## src/rtl/multicycle_control.sv

```systemverilog
// Sequencing controller for the multi-cycle MIPS datapath: instruction-step
// FSM, datapath mux selects/write strobes, memory handshake, retire counter.
module multicycle_control #(
  parameter bit ILLEGAL_TRAP = 1'b1
) (
  input  logic        clk,
  input  logic        arst_n,
  input  logic [5:0]  opcode,
  input  logic        zero,
  input  logic        mem_ready,
  output logic        mem_req,
  output logic        mem_write,
  output logic        i_or_d,
  output logic        ir_write,
  output logic        pc_write,
  output logic        reg_write,
  output logic        reg_dst,
  output logic        mem_2_reg,
  output logic        alu_src_a,
  output logic [1:0]  alu_src_b,
  output logic [1:0]  alu_op,
  output logic [1:0]  pc_source,
  output logic        halted,
  output logic [3:0]  state,
  output logic [31:0] instr_retired
);

  localparam logic [5:0] OP_RTYPE = 6'h00;
  localparam logic [5:0] OP_ADDI  = 6'h08;
  localparam logic [5:0] OP_LW    = 6'h23;
  localparam logic [5:0] OP_SW    = 6'h2B;
  localparam logic [5:0] OP_BEQ   = 6'h04;
  localparam logic [5:0] OP_J     = 6'h02;

  typedef enum logic [3:0] {
    S_IDLE      = 4'd0,
    S_FETCH     = 4'd1,
    S_DECODE    = 4'd2,
    S_MEM_ADDR  = 4'd3,
    S_MEM_READ  = 4'd4,
    S_MEM_WB    = 4'd5,
    S_MEM_WRITE = 4'd6,
    S_EXECUTE   = 4'd7,
    S_ALU_WB    = 4'd8,
    S_BRANCH    = 4'd9,
    S_JUMP      = 4'd10,
    S_ADDI_EX   = 4'd11,
    S_ADDI_WB   = 4'd12,
    S_TRAP      = 4'd13
  } state_e;

  // Pure state-decoded outputs; the last three flags are qualified by
  // mem_ready / zero outside the register to form ir_write and pc_write.
  typedef struct packed {
    logic       mem_req;
    logic       mem_write;
    logic       i_or_d;
    logic       reg_write;
    logic       reg_dst;
    logic       mem_2_reg;
    logic       alu_src_a;
    logic [1:0] alu_src_b;
    logic [1:0] alu_op;
    logic [1:0] pc_source;
    logic       halted;
    logic       fetch_strobe;
    logic       jump_write;
    logic       branch_write;
  } ctrl_t;

  state_e      state_q, state_d;
  ctrl_t       ctrl_q, ctrl_d;
  logic [31:0] instr_cnt_q, instr_cnt_d;
  logic        retire;

  function automatic ctrl_t decode(input state_e s);
    ctrl_t c;
    c = '0;
    case (s)
      S_FETCH: begin
        c.mem_req      = 1'b1;
        c.alu_src_b    = 2'b01;
        c.fetch_strobe = 1'b1;
      end
      S_DECODE:    c.alu_src_b = 2'b11;
      S_MEM_ADDR: begin
        c.alu_src_a = 1'b1;
        c.alu_src_b = 2'b10;
      end
      S_MEM_READ: begin
        c.mem_req = 1'b1;
        c.i_or_d  = 1'b1;
      end
      S_MEM_WB: begin
        c.reg_write = 1'b1;
        c.mem_2_reg = 1'b1;
      end
      S_MEM_WRITE: begin
        c.mem_req   = 1'b1;
        c.mem_write = 1'b1;
        c.i_or_d    = 1'b1;
      end
      S_EXECUTE: begin
        c.alu_src_a = 1'b1;
        c.alu_op    = 2'b10;
      end
      S_ALU_WB: begin
        c.reg_write = 1'b1;
        c.reg_dst   = 1'b1;
      end
      S_BRANCH: begin
        c.alu_src_a    = 1'b1;
        c.alu_op       = 2'b01;
        c.pc_source    = 2'b01;
        c.branch_write = 1'b1;
      end
      S_JUMP: begin
        c.pc_source  = 2'b10;
        c.jump_write = 1'b1;
      end
      S_ADDI_EX: begin
        c.alu_src_a = 1'b1;
        c.alu_src_b = 2'b10;
      end
      S_ADDI_WB:   c.reg_write = 1'b1;
      S_TRAP:      c.halted = 1'b1;
      default:     c = '0;
    endcase
    return c;
  endfunction

  always_comb begin
    // NOTE: every signal gets a default before the case so no path can infer a latch.
    state_d = state_q;
    retire  = 1'b0;
    case (state_q)
      S_IDLE:     state_d = S_FETCH;
      S_FETCH:    if (mem_ready) state_d = S_DECODE;
      S_DECODE: begin
        case (opcode)
          OP_RTYPE:     state_d = S_EXECUTE;
          OP_ADDI:      state_d = S_ADDI_EX;
          OP_LW, OP_SW: state_d = S_MEM_ADDR;
          OP_BEQ:       state_d = S_BRANCH;
          OP_J:         state_d = S_JUMP;
          default:      state_d = ILLEGAL_TRAP ? S_TRAP : S_FETCH;
        endcase
      end
      S_MEM_ADDR: state_d = (opcode == OP_LW) ? S_MEM_READ : S_MEM_WRITE;
      S_MEM_READ: if (mem_ready) state_d = S_MEM_WB;
      S_MEM_WRITE: begin
        if (mem_ready) begin
          state_d = S_FETCH;
          retire  = 1'b1;
        end
      end
      S_MEM_WB, S_ALU_WB, S_BRANCH, S_JUMP, S_ADDI_WB: begin
        state_d = S_FETCH;
        retire  = 1'b1;
      end
      S_EXECUTE:  state_d = S_ALU_WB;
      S_ADDI_EX:  state_d = S_ADDI_WB;
      S_TRAP:     state_d = S_TRAP;
      default:    state_d = S_IDLE;
    endcase
    // Registering the decode of the next state keeps outputs glitch-free
    // while still matching a Moore decode of the current state.
    ctrl_d      = decode(state_d);
    instr_cnt_d = instr_cnt_q + {31'd0, retire};
  end

  always_ff @(posedge clk or negedge arst_n) begin
    if (!arst_n) begin
      state_q     <= S_IDLE;
      ctrl_q      <= '0;
      instr_cnt_q <= '0;
    end else begin
      // NOTE: non-blocking assignments so every flop samples pre-edge values.
      state_q     <= state_d;
      ctrl_q      <= ctrl_d;
      instr_cnt_q <= instr_cnt_d;
    end
  end

  assign mem_req       = ctrl_q.mem_req;
  assign mem_write     = ctrl_q.mem_write;
  assign i_or_d        = ctrl_q.i_or_d;
  assign reg_write     = ctrl_q.reg_write;
  assign reg_dst       = ctrl_q.reg_dst;
  assign mem_2_reg     = ctrl_q.mem_2_reg;
  assign alu_src_a     = ctrl_q.alu_src_a;
  assign alu_src_b     = ctrl_q.alu_src_b;
  assign alu_op        = ctrl_q.alu_op;
  assign pc_source     = ctrl_q.pc_source;
  assign halted        = ctrl_q.halted;
  assign ir_write      = ctrl_q.fetch_strobe & mem_ready;
  assign pc_write      = (ctrl_q.fetch_strobe & mem_ready) | ctrl_q.jump_write
                       | (ctrl_q.branch_write & zero);
  assign state         = state_q;
  assign instr_retired = instr_cnt_q;

endmodule

```

## config.mk

```make
export PLATFORM = sky130hd
export DESIGN_NAME = multicycle_control
export DESIGN_NICKNAME = d
export VERILOG_FILES = /design/src/rtl/multicycle_control.sv
export SDC_FILE = /design/constraint.sdc
export NUM_CORES = 1
export LEC_CHECK = 0
export ABC_AREA = 1
export BUFFER_PORTS_ARGS = -buffer_cell sky130_fd_sc_hd__buf_2
export CORE_MARGIN = 2
export CORE_UTILIZATION = 42
export DETAILED_ROUTE_END_ITERATION = 12
export GPL_ROUTABILITY_DRIVEN = 0
export PLACE_DENSITY_LB_ADDON = 0.1
export SLEW_MARGIN = 20
export SYNTH_ARGS = -nofsm -noshare
export SYNTH_HDL_FRONTEND = slang
export SYNTH_SLANG_ARGS = --single-unit
```

## constraint.sdc

```tcl
create_clock -name clk -period 2 [get_ports clk]
set_input_delay 0.2 -clock clk [delete_from_list [all_inputs] [get_ports clk]]
set_output_delay 0.2 -clock clk [all_outputs]
set_load 0.02 [all_outputs]
```

After elaboration in Yosys (flattened, before gate mapping)
Cells that the tools add are included.
{"block": "classes", "div_mod_pow": 0, "reduce_logical": 10, "shift": 0, "multipliers": 0, "order_cmp": 0, "n_addsub": 1, "n_eq_ne": 31, "bitwise": 4, "muxes": 22}
{"op": "$eq 4x4->1 const B", "count": 12}
{"op": "$pmux 4 s9", "count": 1}
{"op": "$add 32x1->32", "count": 1}
{"op": "$eq 4x3->1 const B", "count": 8}
{"op": "$pmux 4 s5", "count": 1}
{"op": "$eq 4x2->1 const B", "count": 4}
{"op": "$eq 6x6->1 const B", "count": 2}
{"op": "$mux 1", "count": 12}
{"op": "$mux 4", "count": 3}
{"op": "$eq 4x1->1 const B", "count": 2}
{"op": "$pmux 2 s2", "count": 2}
{"op": "$eq 6x2->1 const B", "count": 1}
{"op": "$eq 6x3->1 const B", "count": 1}
{"op": "$eq 6x4->1 const B", "count": 1}
{"op": "$logic_not 6->1", "count": 1}
{"op": "$pmux 2 s3", "count": 1}
{"op": "$reduce_or 2->1", "count": 3}
{"op": "$reduce_or 3->1", "count": 2}
{"op": "$reduce_or 6->1", "count": 1}
{"op": "$reduce_or 5->1", "count": 1}
{"op": "$logic_not 4->1", "count": 1}
{"op": "$reduce_or 4->1", "count": 1}
{"op": "$and 1x1->1", "count": 2}
{"op": "$mux 2", "count": 1}
{"op": "2 further kinds", "count": 3}
{"block": "word_totals", "latchBits": 0, "mem_bits_rw": 0, "reg_bits": 53, "romBits": 0, "mem_count": 0, "in_bits": 10, "wordCells": 84}

Depth between registers and ports, before layout
{"block": "logic_depth", "depth_word": 7, "mapped_depth": 15}

Least setup slack after synthesis
Ideal clock, no wire load.
{"block": "synth_path", "path_type": "register to register", "start": "reg state_q[0] (netlist: state[0])", "end": "reg instr_cnt_q[30] (netlist: instr_retired[30])", "arrival_ns": 2.210, "t_required_ns": 1.871, "stages_incl_launch_ff": 15, "setup_slack_ns": -0.340, "path_cell_list": "dfrtp_1 > inv_2 > nor2_2 > nand2_1 > o2111ai_1 > ha_1 > ha_1 > nand3_2 > nor2_4 > nand2_2 > nor2_4 > nand2_2 > nor2_2 > nand2_1 > xnor2_1"}
{"block": "synth_between", "elab_chain_len": 4, "word_cells_on_any_way": 9, "classes_between": "add/sub: 1; eq/ne: 6; mux: 1; reduce/logical: 1"}
{"item": "from (decl)", "line_no": "71", "text": "state_e state_q, state_d;"}
{"item": "from (signal assigned)", "line_no": "179", "text": "state_q <= state_d;"}
{"item": "$eq 4x3->1 or $eq 4x4->1 (tied branches)", "line_no": "136", "text": "case (state_q)"}
{"item": "$reduce_or 5->1"}
{"item": "$pmux 1 s2 *", "line_no": "136"}
{"item": "$add 32x1->32 *", "line_no": "169", "text": "instr_cnt_d = instr_cnt_q + {31'd0, retire};"}
{"item": "net instr_cnt_d[30]", "line_no": "73", "text": "logic [31:0] instr_cnt_q, instr_cnt_d;"}
{"item": "to (signal assigned)", "line_no": "181", "text": "instr_cnt_q <= instr_cnt_d;"}
{"item": "to (decl)", "line_no": "73"}
Mark *: on every way through the listed nets, which the timed path passes. The rest lies on a longest branch.

Worst setup path after layout
{"block": "layout_path", "start": "reg state_q[0] (netlist: state[0])", "end": "reg instr_cnt_q[26] (netlist: instr_retired[26])"}
Same word-level chain as after synthesis.

==> impl_results.md <==
* Global route total overflow at 0
* Max-slew violations at 0
* Synth area leaders: dfrtp_1 48%, nand2_1 8.0%, xor2_1 6.3%, nor2_1 4.4%, inv_1 4.0%
* Placed Cells at 459
* Met1 Track Usage GR at 23.8%
* Worst Setup Start Kind: register
* Status: finished with violations
* Syn Inst Count at 295
* RSZ-0062 raised after global routing: yes
* Top FF cell, synth: dfrtp_1
* Worst Path Buf+Inv at 1
* Seq/Total Area, Yosys at 48.3%
* Wirelength per Cell at 13.1 um
* Yosys top cell by area: dfrtp_1
* Vias in the first global route at 2372
* Clk root buf: clkbuf_8
* Fin area at 3660 um2
* FF-to-FF Start: state[0]
* Skew final at 9.52 ps
* # IOs at 62
* Detail Route Antenna Nets at 0
* Internal reg-to-reg setup slack at -110 ps
* Number of enable flip-flop cells after synthesis at 0
* Vias per inst at 4.85
* Hold Crit Depth at 3
* Number of flip-flops in the largest register at 32
* Failing checks: negative setup slack
* HP Class: input port to register
* Area grow syn2layout at 38.6%
* Final WS setup at -113 ps
* First-pass GRT wire length at 10900 um
* PD cells at 530 nW/um2
* Post-Syn Area per Cell at 8.95 um2
* CP endpoint kind: register
* Max clock buf depth at 2
* DRT Wirelength at 6270 um
* Met2 Usage GRT at 34.6%
* Largest net degree at the start of global routing at 26
* Mux cell area share after synthesis at 0%
* Top-area cell type share of the netlist area at 48.3%
* Non-filler cells, final at 480
* Register clock-pin slew on the reported worst setup and hold paths at 100 ps
* YS warnings at 0
* Maxcap violations at 0
* Die area at 6940 um2
* Highest cell delay on the worst timing path at 390 ps
* Largest family of logic cells by synthesized area: simple AND/OR/NAND/NOR gates
* N_diodes at 0
* Worst-margin pin slew at 580 ps
* I/O Buffers at 61
* Post-DP HPWL at 4850 um
* Slew HR at 61.3%
* Most frequent cell after synthesis: nand2_1
* Ys async rst share at 100%
* Vias at 2326
* Crit path cell chain: inv_4 -> nor2_4 -> nand2_2 -> o2111ai_2 -> ha_2 -> ha_4 -> nand3_4 -> nor2_4 -> nand2_4 -> nor2_4 -> nand2_4 -> nor3_4 -> xor2_1
* Min-delay src: mem_ready
* Critical path arrival at 2350 ps
* Syn_nets at 307
* Worst reg2reg path depth at 13
* TritonCTS clock tree: built
* Post-Synth XOR/XNOR Area at 9.95%
* Dpl ws at -238 ps
* Reg-to-Reg End: instr_retired[26]
* Initial antenna violation count at 0
* Most used cell, CP: nor2_4
* Clk sink count at 51
* Critical path depth in cells at 13
* Setup Viol. Count Final at 11
* GRT Total Usage at 19.3%
* GR peak layer: met2
* Maximum vdd drop at 0.383 mV
* Area share of fa/ha/maj cells after synthesis at 0.947%
* Post-synth top cells: 56 x nand2_1, 51 x dfrtp_1, 31 x nor2_1
* Synth cell types at 29
* Min cycle time layout at 2110 ps
* Die Y at 83.3 um
* Die Wd at 83.3 um
* Filler Cell Count at 551
* Initial Util at 44.1%
* Critical-path top delay cell: dfrtp_2
* Kind of critical path: register to register
* Leakage at 2.04 nW
* Critical Path RT at 2240 ps
* Flip-flop and latch count after synthesis at 51
* Fin crit share at 106%
* H-Tree Depth at 2
* Drt drc at 0
* Hold Fails Final Rpt at 0
* Mapped cell area at 2640 um2
* Simple-gate share of the synthesized area at 31.9%
* Multi-input gate area at 1350 um2
* Max Fanout on Critical Path at 4
* Worst hold slack at 303 ps
* Nets at 416
* Row cnt at 28
* Initial DRC Count at 80
* Worst-Skew Late Latency at 300 ps
* Storage cell area at 1280 um2
* Drt pass-1 iters at 4
* Core ar. at 5990 um2
* Number of CTS-inserted buffers at 5
* Crit path max-delay family: simple AND/OR/NAND/NOR gates
* Met3 Use GR at 3.68%
* Compound-cell area share of the yosys netlist at 2.37%
* Hold Path Sink: alu_src_b[0]
* Fmax at 473 MHz
* Layout cell share with drive strength beyond 1 at 43.5%
* Placed cell areas at 3290 um2
## power breakdown
| group | leakage, nW | internal [W] | switching (W) | total (W) |
|---|---|---|---|---|
| logic | 1.31 | 0.0000155 | 0.0000368 | 0.0000523 |
| registers | 0.668 | 0.00103 | 0 | 0.00103 |
| clock network | 0.0644 | 0.000499 | 0.000357 | 0.000857 |
| total | 2.04 | 0.00154 | 0.000394 | 0.00194 |
## how the worst max path moves through the flow
| stage | start | end | slack, ps |
|---|---|---|---|
| finish | state[0] | instr_retired[26] | -110 |
| global route | state[0] | instr_retired[26] | -300 |
| CTS | state[0] | instr_retired[16] | -110 |
| detailed placement | state[1] | instr_retired[30] | -240 |
| global placement | state[1] | instr_retired[30] | -160 |
| floorplan | state[0] | instr_retired[30] | -220 |
## cells in the final DEF, fill, tap and decap left out, types with 2 or more instances in the layout
cell type and instances:
nor2_2 5, nor3_4 3, buf_6 3, nor2_4 11
nand3_1 18, nand2_1 52, nand4_1 10, buf_2 61
bufinv_16 2, nand2_2 10, nor3_1 9, dfrtp_2 4
o21ai_1 2, a21oi_2 2, nor2_1 26, nor3_2 4
nand2_4 6, buf_4 43, xor2_1 19, dfrtp_1 47
a21oi_1 2, nand3_2 2, xnor2_1 11, inv_2 5
clkbuf_8 5, nand3_4 2, inv_1 28, nor4_1 2
## routing by layer
layer  share of wire (%)  up-vias
li1                    -     1160
met1                  42     1101
met5                   0        -
met4                 1.5        0
met2                  52       55
met3                 4.6       10
## timing repair
item	in CTS	in global routing
resized for setup	21	10
setup buffers	5	7
hold endpoints to repair	23	0
endpoints found under the setup margin	20	25
pin swaps	6	12
hold buffers	1	0
## worst reg2reg max path, stage by stage (launching register included)
cell and delay (ps):
dfrtp_2 390, inv_4 60, nor2_4 140, nand2_2 70, o2111ai_2 170, ha_2 230
ha_4 150, nand3_4 80, nor2_4 130, nand2_4 90, nor2_4 130, nand2_4 80
nor3_4 180, xor2_1 150
## per-stage QoR
stage	power [W]	utilization [%]	setup TNS, ps
2_1_floorplan	0.00106	-	-924
3_3_place_gp	0.00110	54.9	-1050
3_5_place_dp	0.00110	54.9	-2110
4_1_cts	0.00196	59.5	-613
5_1_grt	0.00201	61.1	-3460
6_report	0.00194	61.1	-721
## cells by family (layout without fill, tap and decap cells)
family / Yosys count / in the layout
buffers and inverters: 40 / 150
AND/OR/NAND/NOR: 163 / 163
XOR/XNOR: 30 / 30
adder cells (fa/ha/maj): 2 / 2
flip-flops: 51 / 51
AO/OA/AOI/OAI: 9 / 9
## area by class of cell
cell class | count | area share (%)
multi-input cells | 204 | 36.8
flip-flops and latches | 51 | 35.0
repair buffers | 108 | 18.4
inverters | 34 | 3.56
well taps | 75 | 2.56
clock buffers | 5 | 1.88
clock inverters | 3 | 1.85
No activity file was read; power rests on OpenSTA's default activity.
